[config.mk]
export PLATFORM = sky130hd
export DESIGN_NAME = exe_adder_commit_flat
export DESIGN_NICKNAME = d
export VERILOG_FILES = /design/src/rtl/exe_adder_commit_if.sv /design/src/rtl/exe_adder_commit.sv /design/src/flat_wrapper.sv
export SDC_FILE = /design/constraint.sdc
export NUM_CORES = 1
export LEC_CHECK = 0
export BUFFER_PORTS_ARGS = -buffer_cell sky130_fd_sc_hd__buf_2
export CAP_MARGIN = 0
export CORE_MARGIN = 1
export CORE_UTILIZATION = 57
export CTS_CLUSTER_DIAMETER = 120
export CTS_CLUSTER_SIZE = 10
export DETAILED_ROUTE_END_ITERATION = 12
export PLACE_DENSITY_LB_ADDON = 0.12
export SYNTH_ARGS = -nofsm -noshare
export SYNTH_HDL_FRONTEND = slang
export SYNTH_SLANG_ARGS = --single-unit
[constraint.sdc]
create_clock -name clock -period 4.95 [get_ports clock]
set_clock_uncertainty 0.05 [all_clocks]
set_input_delay 0.2475 -clock clock [delete_from_list [all_inputs] [get_ports clock]]
set_output_delay 0.2475 -clock clock [all_outputs]
set_load 0.005 [all_outputs]
[src/rtl/exe_adder_commit_if.sv]
// Issue-side and write-back-side handshake bundle of the execute-stage commit buffer.
// The adder pipeline drives it through master; the commit buffer uses slave.
interface exe_adder_commit_if #(
  parameter int unsigned REG_ADDR_W = 5
) ();
  logic                  sValid;
  logic                  sReady;
  logic [31:0]           sResult;
  logic                  sCarry;
  logic                  sFlag;
  logic                  sWe;
  logic [REG_ADDR_W-1:0] sDest;
  logic                  sUpdFlag;
  logic                  sUpdCarry;
  logic                  mValid;
  logic                  mReady;
  logic [31:0]           mResult;
  logic                  mWe;
  logic [REG_ADDR_W-1:0] mDest;

  modport master (
    output sValid, sResult, sCarry, sFlag, sWe, sDest, sUpdFlag, sUpdCarry, mReady,
    input  sReady, mValid, mResult, mWe, mDest
  );

  modport slave (
    input  sValid, sResult, sCarry, sFlag, sWe, sDest, sUpdFlag, sUpdCarry, mReady,
    output sReady, mValid, mResult, mWe, mDest
  );
endinterface

[src/rtl/exe_adder_commit.sv]
// Two-entry skid FIFO between the adder and write-back.
// It also holds the architectural SR flag/carry bits that feed back into the adder.
module exe_adder_commit #(
  parameter int unsigned DEPTH      = 2,
  parameter int unsigned REG_ADDR_W = 5
) (
  input  logic                clock,
  input  logic                nReset,
  exe_adder_commit_if.slave   bus,
  input  logic                flush,
  input  logic                sprWe,
  input  logic                sprFlag,
  input  logic                sprCarry,
  output logic                flagOut,
  output logic                carryOut
);
  localparam int unsigned DATA_W = 32;
  localparam int unsigned OCC_W  = 2;

  typedef struct packed {
    logic [DATA_W-1:0]     result;
    logic                  we;
    logic [REG_ADDR_W-1:0] dest;
  } entry_t;

  entry_t           mem_q [2];
  entry_t           head;
  logic             wr_ptr_q;
  logic             rd_ptr_q;
  logic [OCC_W-1:0] occ_q;
  logic [OCC_W-1:0] occ_d;
  logic             ready_q;
  logic             valid_q;
  logic             flag_d;
  logic             carry_d;
  logic             push_c;
  logic             pop_c;

  // A flushed op is dropped entirely, including its flag/carry side effects.
  assign push_c = bus.sValid & ready_q & ~flush;
  assign pop_c  = valid_q & bus.mReady;

  always_comb begin
    occ_d = occ_q;
    if (flush) begin
      occ_d = '0;
    end else begin
      case ({push_c, pop_c})
        2'b10:   occ_d = OCC_W'(occ_q + OCC_W'(1));
        2'b01:   occ_d = OCC_W'(occ_q - OCC_W'(1));
        default: occ_d = occ_q;
      endcase
    end
  end

  // SPR write lands first so the push's enabled bits take priority over it.
  always_comb begin
    flag_d  = flagOut;
    carry_d = carryOut;
    if (sprWe) begin
      flag_d  = sprFlag;
      carry_d = sprCarry;
    end
    if (push_c && bus.sUpdFlag)  flag_d  = bus.sFlag;
    if (push_c && bus.sUpdCarry) carry_d = bus.sCarry;
  end

  // Handshake flags are registered from the next occupancy, so sReady never
  // depends combinationally on mReady.
  always_ff @(posedge clock or negedge nReset) begin
    if (!nReset) begin
      occ_q    <= '0;
      ready_q  <= 1'b1;
      valid_q  <= 1'b0;
      wr_ptr_q <= 1'b0;
      rd_ptr_q <= 1'b0;
      flagOut  <= 1'b0;
      carryOut <= 1'b0;
      for (int i = 0; i < 2; i++) mem_q[i] <= '0;
    end else begin
      occ_q    <= occ_d;
      ready_q  <= (occ_d < OCC_W'(DEPTH));
      valid_q  <= (occ_d != '0);
      flagOut  <= flag_d;
      carryOut <= carry_d;
      if (flush) begin
        wr_ptr_q <= 1'b0;
        rd_ptr_q <= 1'b0;
      end else begin
        if (push_c) begin
          mem_q[wr_ptr_q] <= '{result: bus.sResult, we: bus.sWe, dest: bus.sDest};
          wr_ptr_q        <= ~wr_ptr_q;
        end
        if (pop_c) rd_ptr_q <= ~rd_ptr_q;
      end
    end
  end

  assign head        = mem_q[rd_ptr_q];
  assign bus.sReady  = ready_q;
  assign bus.mValid  = valid_q;
  assign bus.mResult = head.result;
  assign bus.mWe     = head.we;
  assign bus.mDest   = head.dest;
endmodule

[src/flat_wrapper.sv]
// flat-port wrapper written by rule: the top's interface ports become plain ports
module exe_adder_commit_flat 
#(
  parameter int unsigned DEPTH      = 2,
  parameter int unsigned REG_ADDR_W = 5
)
  (clock, nReset, flush, sprWe, sprFlag, sprCarry, flagOut, carryOut, bus_sValid, bus_sResult, bus_sCarry, bus_sFlag, bus_sWe, bus_sDest, bus_sUpdFlag, bus_sUpdCarry, bus_mReady, bus_sReady, bus_mValid, bus_mResult, bus_mWe, bus_mDest);
  exe_adder_commit_if #(.REG_ADDR_W(REG_ADDR_W)) bus_i ();
  input  logic clock;
  input  logic nReset;
  input  logic flush;
  input  logic sprWe;
  input  logic sprFlag;
  input  logic sprCarry;
  output logic flagOut;
  output logic carryOut;
  input wire logic [$bits(bus_i.sValid)-1:0] bus_sValid;
  input wire logic [$bits(bus_i.sResult)-1:0] bus_sResult;
  input wire logic [$bits(bus_i.sCarry)-1:0] bus_sCarry;
  input wire logic [$bits(bus_i.sFlag)-1:0] bus_sFlag;
  input wire logic [$bits(bus_i.sWe)-1:0] bus_sWe;
  input wire logic [$bits(bus_i.sDest)-1:0] bus_sDest;
  input wire logic [$bits(bus_i.sUpdFlag)-1:0] bus_sUpdFlag;
  input wire logic [$bits(bus_i.sUpdCarry)-1:0] bus_sUpdCarry;
  input wire logic [$bits(bus_i.mReady)-1:0] bus_mReady;
  output wire logic [$bits(bus_i.sReady)-1:0] bus_sReady;
  output wire logic [$bits(bus_i.mValid)-1:0] bus_mValid;
  output wire logic [$bits(bus_i.mResult)-1:0] bus_mResult;
  output wire logic [$bits(bus_i.mWe)-1:0] bus_mWe;
  output wire logic [$bits(bus_i.mDest)-1:0] bus_mDest;
  assign bus_i.sValid = bus_sValid;
  assign bus_i.sResult = bus_sResult;
  assign bus_i.sCarry = bus_sCarry;
  assign bus_i.sFlag = bus_sFlag;
  assign bus_i.sWe = bus_sWe;
  assign bus_i.sDest = bus_sDest;
  assign bus_i.sUpdFlag = bus_sUpdFlag;
  assign bus_i.sUpdCarry = bus_sUpdCarry;
  assign bus_i.mReady = bus_mReady;
  assign bus_sReady = bus_i.sReady;
  assign bus_mValid = bus_i.mValid;
  assign bus_mResult = bus_i.mResult;
  assign bus_mWe = bus_i.mWe;
  assign bus_mDest = bus_i.mDest;
  exe_adder_commit #(.DEPTH(DEPTH), .REG_ADDR_W(REG_ADDR_W)) u_core (.clock(clock), .nReset(nReset), .bus(bus_i), .flush(flush), .sprWe(sprWe), .sprFlag(sprFlag), .sprCarry(sprCarry), .flagOut(flagOut), .carryOut(carryOut));
endmodule
# Word level (Yosys, flattened, before mapping)

Index checks and enable logic that the tools add are counted.

Register bits: 84
Latch bits: 0
RAM bits: 0
Bits in read-only memories: 0
Memories kept: 0

Add/subtract/negate cells: 2
Multipliers: 0
Divide/modulo/power cells: 0
Magnitude comparators: 4
Eq/ne operators: 2
Shifts and indexed selects: 0
Mux-type cells: 16
Bitwise logic cells: 8
Reductions and logical operators: 9

Operator list:

| cell                                                                   | number |
|---|---|
| 38-bit two-way mux                                                     | 4 |
| 76-bit bitwise mux                                                     | 1 |
| 38-bit demux with 1-bit select                                         | 1 |
| 2-bit nonzero test                                                     | 5 |
| 1-bit two-way mux                                                      | 8 |
| 2-bit greater-or-equal comparator (second input constant)              | 2 |
| 1-bit inverter with 2-bit output                                       | 2 |
| 2-bit case mux with 2 select lines                                     | 1 |
| 1-bit bitwise AND                                                      | 3 |
| 1-bit logical AND                                                      | 3 |
| 1-bit inverter                                                         | 3 |
| 2-bit by 1-bit adder with 2-bit output (second input constant)         | 1 |
| 2-bit by 1-bit equality test with 1-bit output (second input constant) | 1 |
| 2-bit equality test (second input constant)                            | 1 |
| 2-bit by 1-bit < comparator with 1-bit output (second input constant)  | 1 |
| 2-bit < comparator (second input constant)                             | 1 |
| 2-bit two-way mux                                                      | 1 |
| 2-bit AND reduction                                                    | 1 |
| 2-bit by 1-bit subtractor with 2-bit output (second input constant)    | 1 |

# Longest topological paths before layout

Depth after elaboration: 6
Gate-level depth with buffers: 7
Mapped depth without buffers: 6

# Worst setup path before layout

Ideal clock, no wire load.

Path type: register -> register
From: register u_core.ready_q (netlist: u_core.bus.sReady)
To: register u_core.occ_q[1]
Library setup time: 125 ps
Data arrival time: 1685 ps
Path slack: 3091 ps
Stages on the path, launching flop included: 8
Clock period less this slack: 1859 ps
Cells stage by stage: dfstp_2 -> and3b_1 -> buf_6 -> clkinv_2 -> ha_1 -> xnor2_1 -> nor2_1 -> mux2_2

Cells in the longest elaborated chain, start to end: 5
Elaborated cells between the ends (all ways): 6
Those cells by class: eq/ne (2); mux (2); bitwise (2)

RTL lines:

| element                                                                               | RTL line               | source |
|---|---|---|
| start, declared                                                                       | exe_adder_commit.sv:32 | `logic ready_q;` |
| start signal, assigned                                                                | exe_adder_commit.sv:82 | `ready_q <= (occ_d < OCC_W'(DEPTH));` |
| 1-bit bitwise AND * (2 in series)                                                     | exe_adder_commit.sv:40 | `assign push_c = bus.sValid & ready_q & ~flush;` |
| 2-bit by 1-bit equality test with 1-bit output or 2-bit equality test (tied branches) | exe_adder_commit.sv:48 | `case ({push_c, pop_c})` |
| 2-bit case mux with 2 select lines *                                                  | exe_adder_commit.sv:48 |  |
| 2-bit two-way mux *                                                                   | exe_adder_commit.sv:45 | `if (flush) begin` |
| net u_core.occ_d[1]                                                                   | exe_adder_commit.sv:31 | `logic [OCC_W-1:0] occ_d;` |
| end signal, assigned                                                                  | exe_adder_commit.sv:72 | `occ_q <= '0;` |
| end signal, assigned                                                                  | exe_adder_commit.sv:81 | `occ_q <= occ_d;` |
| end, declared                                                                         | exe_adder_commit.sv:30 | `logic [OCC_W-1:0] occ_q;` |

Mark *: on every way through the listed nets, which the timed path passes. The rest lies on a longest branch.
A chain may end at the register's enable or synchronous reset.

# Worst setup path after layout

From: register u_core.ready_q (netlist: u_core.bus.sReady)
To: register u_core.mem_q[50] (netlist name)

Cells in the longest elaborated chain, start to end: 3

RTL lines:

| element                         | RTL line               | source |
|---|---|---|
| 1-bit bitwise AND (2 in series) | exe_adder_commit.sv:40 |  |
| 2-bit AND reduction (no line)   | n/a                    |  |
| end signal, assigned by index   | exe_adder_commit.sv:91 | `mem_q[wr_ptr_q] <= '{result: bus.sResult, we: bus.sWe, dest: bus.sDest};` |
| end, declared                   | exe_adder_commit.sv:26 | `entry_t mem_q [2];` |

No other way between the ends.

==> impl_metrics.json <==
{
  "outcome": "complete, but fails checks",
  "violations": "design-rule violations",
  "drv_cap": 0,
  "synthCells": 240,
  "relSlewSlack": 0.356,
  "netlist_area_um2": 3840,
  "hold_path.class": "in -> reg",
  "path_class": "reg -> reg",
  "grt_pass1_vias": 2296,
  "reg2reg_depth": 5,
  "peakVddDrop_v": 0.000278,
  "cts.root.buffer_cell": "clkbuf_8",
  "comb_power_share": 0.290,
  "wire_per_inst_um": 16.2,
  "tritoncts": "yes",
  "grt-ovfl-total": 0,
  "synth.net_count": 291,
  "syn2layout_area_growth_pct": 18.4,
  "dp.cells": 398,
  "yosysUniqueCellTypes": 25,
  "routed_wl_mm": 6.72,
  "final_cells": 415,
  "initial_core_util": 0.599,
  "p_leak_uw": 0.00220,
  "crit_path_start_kind": "flop",
  "ioPinCount": 92,
  "drv_slew": 0,
  "ys_seq_area_frac": 0.547,
  "diodes": 0,
  "synth-seq-cells": 84,
  "synth_top_flop_cell": "dfrtp_1",
  "hpwl_mm": 4.43,
  "drt_first_pass_iters": 8,
  "ant_nets": 0,
  "cts_buffers": 9,
  "dieWidth_um": 84.1,
  "setup_violations": 0,
  "fmax_mhz": 442,
  "period_minus_slack_ps": 2260,
  "min_path_cells": 2,
  "final_layout_size_suffix_gt1_frac": 0.686,
  "synth_edf_count": 0,
  "power_density_nw_per_um2": 491,
  "p_sw_frac": 0.259,
  "fin_nets": 384,
  "sequentialPowerShare": 0.478,
  "postCtsSetupBuffers": 0,
  "min_period_over_period": 0.457,
  "fillers": 452,
  "tightest_slew_ps": 967,
  "coreArea_um2": 6420,
  "grt_max_degree": 56,
  "hold_violations": 0,
  "place_congestion": 0.678,
  "synth_warnings": 0,
  "power_switching_uw": 580,
  "cp_data_required_time_ps": 5120,
  "clockPowerShare": 0.232,
  "rsz0062_at_grt": "false",
  "htreeDepth": 3,
  "crit_fanout": 33,
  "grt.total_usage": 0.212,
  "numClockSinks": 84,
  "num_vias": 2168,
  "clk_latency_ps": 340,
  "drt-initial-drc-count": 107,
  "avgSynthCellArea_um2": 16.0,
  "clock_path_buffers": 2,
  "numPortBuffers": 91,
  "clkTransAtPathRegs_ps": 90,
  "finalPower_uw": 2230,
  "intPower_uw": 1650,
  "antenna_found_initial": 0,
  "async_flop_share": 1.00,
  "die_h_um": 84.1,
  "drc": 14,
  "arrival_ps": 2430,
  "vias_per_cell": 5.22,
  "tns_ps": 0,
  "grt_pass1_wl_mm": 11.5,
  "endpoint_kind": "flop",
  "floorplan.rows": 29,
  "dieArea_um2": 7080
}
[sequential cells by signal, indices dropped and copies added (netlist names)]
register,count
u_core.bus.mValid,1
u_core.bus.sReady,1
u_core.carryOut,1
u_core.flagOut,1
u_core.mem_q,76
u_core.occ_q,2
u_core.rd_ptr_q,1
u_core.wr_ptr_q,1
[Yosys cell counts, types with 2 or more instances]
master    number  area [um2]
clkbuf_1       3        11.3
mux2_4        40         601
nand2_1        2        7.51
a21oi_1        2        10.0
mux2_2        75         845
buf_2          3        15.0
nor2b_1        2        12.5
buf_8          2        30.0
xnor2_1        2        17.5
xor2_1         2        17.5
dfrtp_1       83        2080
nor2_1         5        18.8
buf_6          4        45.0
mux2i_1        3        30.0
a31o_2         2        17.5
[stage by stage]
stage | cell area [um2] | hold slack [ps] | util | setup WS [ps]
2_1_floorplan | 3840 | -98.1 | - | 3090
3_3_place_gp | 4320 | 145 | 0.673 | 2710
3_5_place_dp | 4320 | 143 | 0.673 | 2670
6_report | 4550 | 93.5 | 0.709 | 2690
4_1_cts | 4550 | 76.8 | 0.709 | 2660
5_1_grt | 4550 | 76.5 | 0.709 | 2510
[per-layer routing]
| layer | track usage | up-vias | wire length (um) |
|---|---|---|---|
| met1 | 0.309 | 1067 | 3260 |
| met4 | 0.0846 | 0 | 100 |
| met5 | 0 | - | 0 |
| met3 | 0.0511 | 8 | 329 |
| met2 | 0.308 | 59 | 3030 |
| li1 | - | 1034 | - |
[area by class of cell]
cell class / instances / area, um2 / share of cell area
clock buffers: 12 / 165 / 0.0363
multi-input cells: 141 / 1630 / 0.358
clock inverters: 4 / 55.1 / 0.0121
flip-flops and latches: 84 / 2100 / 0.462
well taps: 77 / 96.3 / 0.0212
inverters: 2 / 8.76 / 0.00192
repair buffers: 95 / 490 / 0.108
[cells by family (layout without fill, tap and decap cells)]
logic type / Yosys count / in the layout / synth area share
adder cells (fa/ha/maj): 1 / 1 / 0.00325
multiplexers: 118 / 118 / 0.384
AND/OR/NAND/NOR: 13 / 13 / 0.0169
AO/OA/AOI/OAI: 5 / 5 / 0.00944
XOR/XNOR: 4 / 4 / 0.00911
flip-flops: 84 / 84 / 0.547
buffers and inverters: 15 / 113 / 0.0306
[worst paths after layout]
path	start	slack, ps	to
setup / recovery	u_core.bus.sReady	2690	u_core.mem_q[50]
hold reg to reg	u_core.mem_q[5]	450	u_core.mem_q[5]
hold / removal	bus_sResult[30]	90	u_core.mem_q[36]
max in group asynchronous	nReset	3470	u_core.rd_ptr_q
setup reg to reg	u_core.bus.sReady	2690	u_core.mem_q[50]
min in group asynchronous	nReset	310	u_core.mem_q[36]
[cells in the final DEF, fill, tap and decap left out, drive strengths merged, types with 3 or more instances in the layout]
cell type	n
mux2i	3
dfrtp	83
nor2	6
mux2	115
clkbuf	12
buf	94
[what timing repair did]
action	CTS	global route
hold buffers	1	0
endpoints found under the hold margin	29	0
resized for setup	0	0
[power by group through the flow]
stage,registers [uW],logic [uW],clock network (uW)
2_1_floorplan,1020,489,0
3_3_place_gp,1070,638,0
3_5_place_dp,1080,655,0
4_1_cts,1070,658,534
5_1_grt,1100,705,560
6_report,1070,649,517
[critical path: stages (launching register included)]
cell,delay [ps]
dfstp_2,540
and3b_1,310
clkinv_2,130
nor2_4,210
buf_4,500
mux2_2,400
Note: power is estimated with default switching activity, not from simulation.
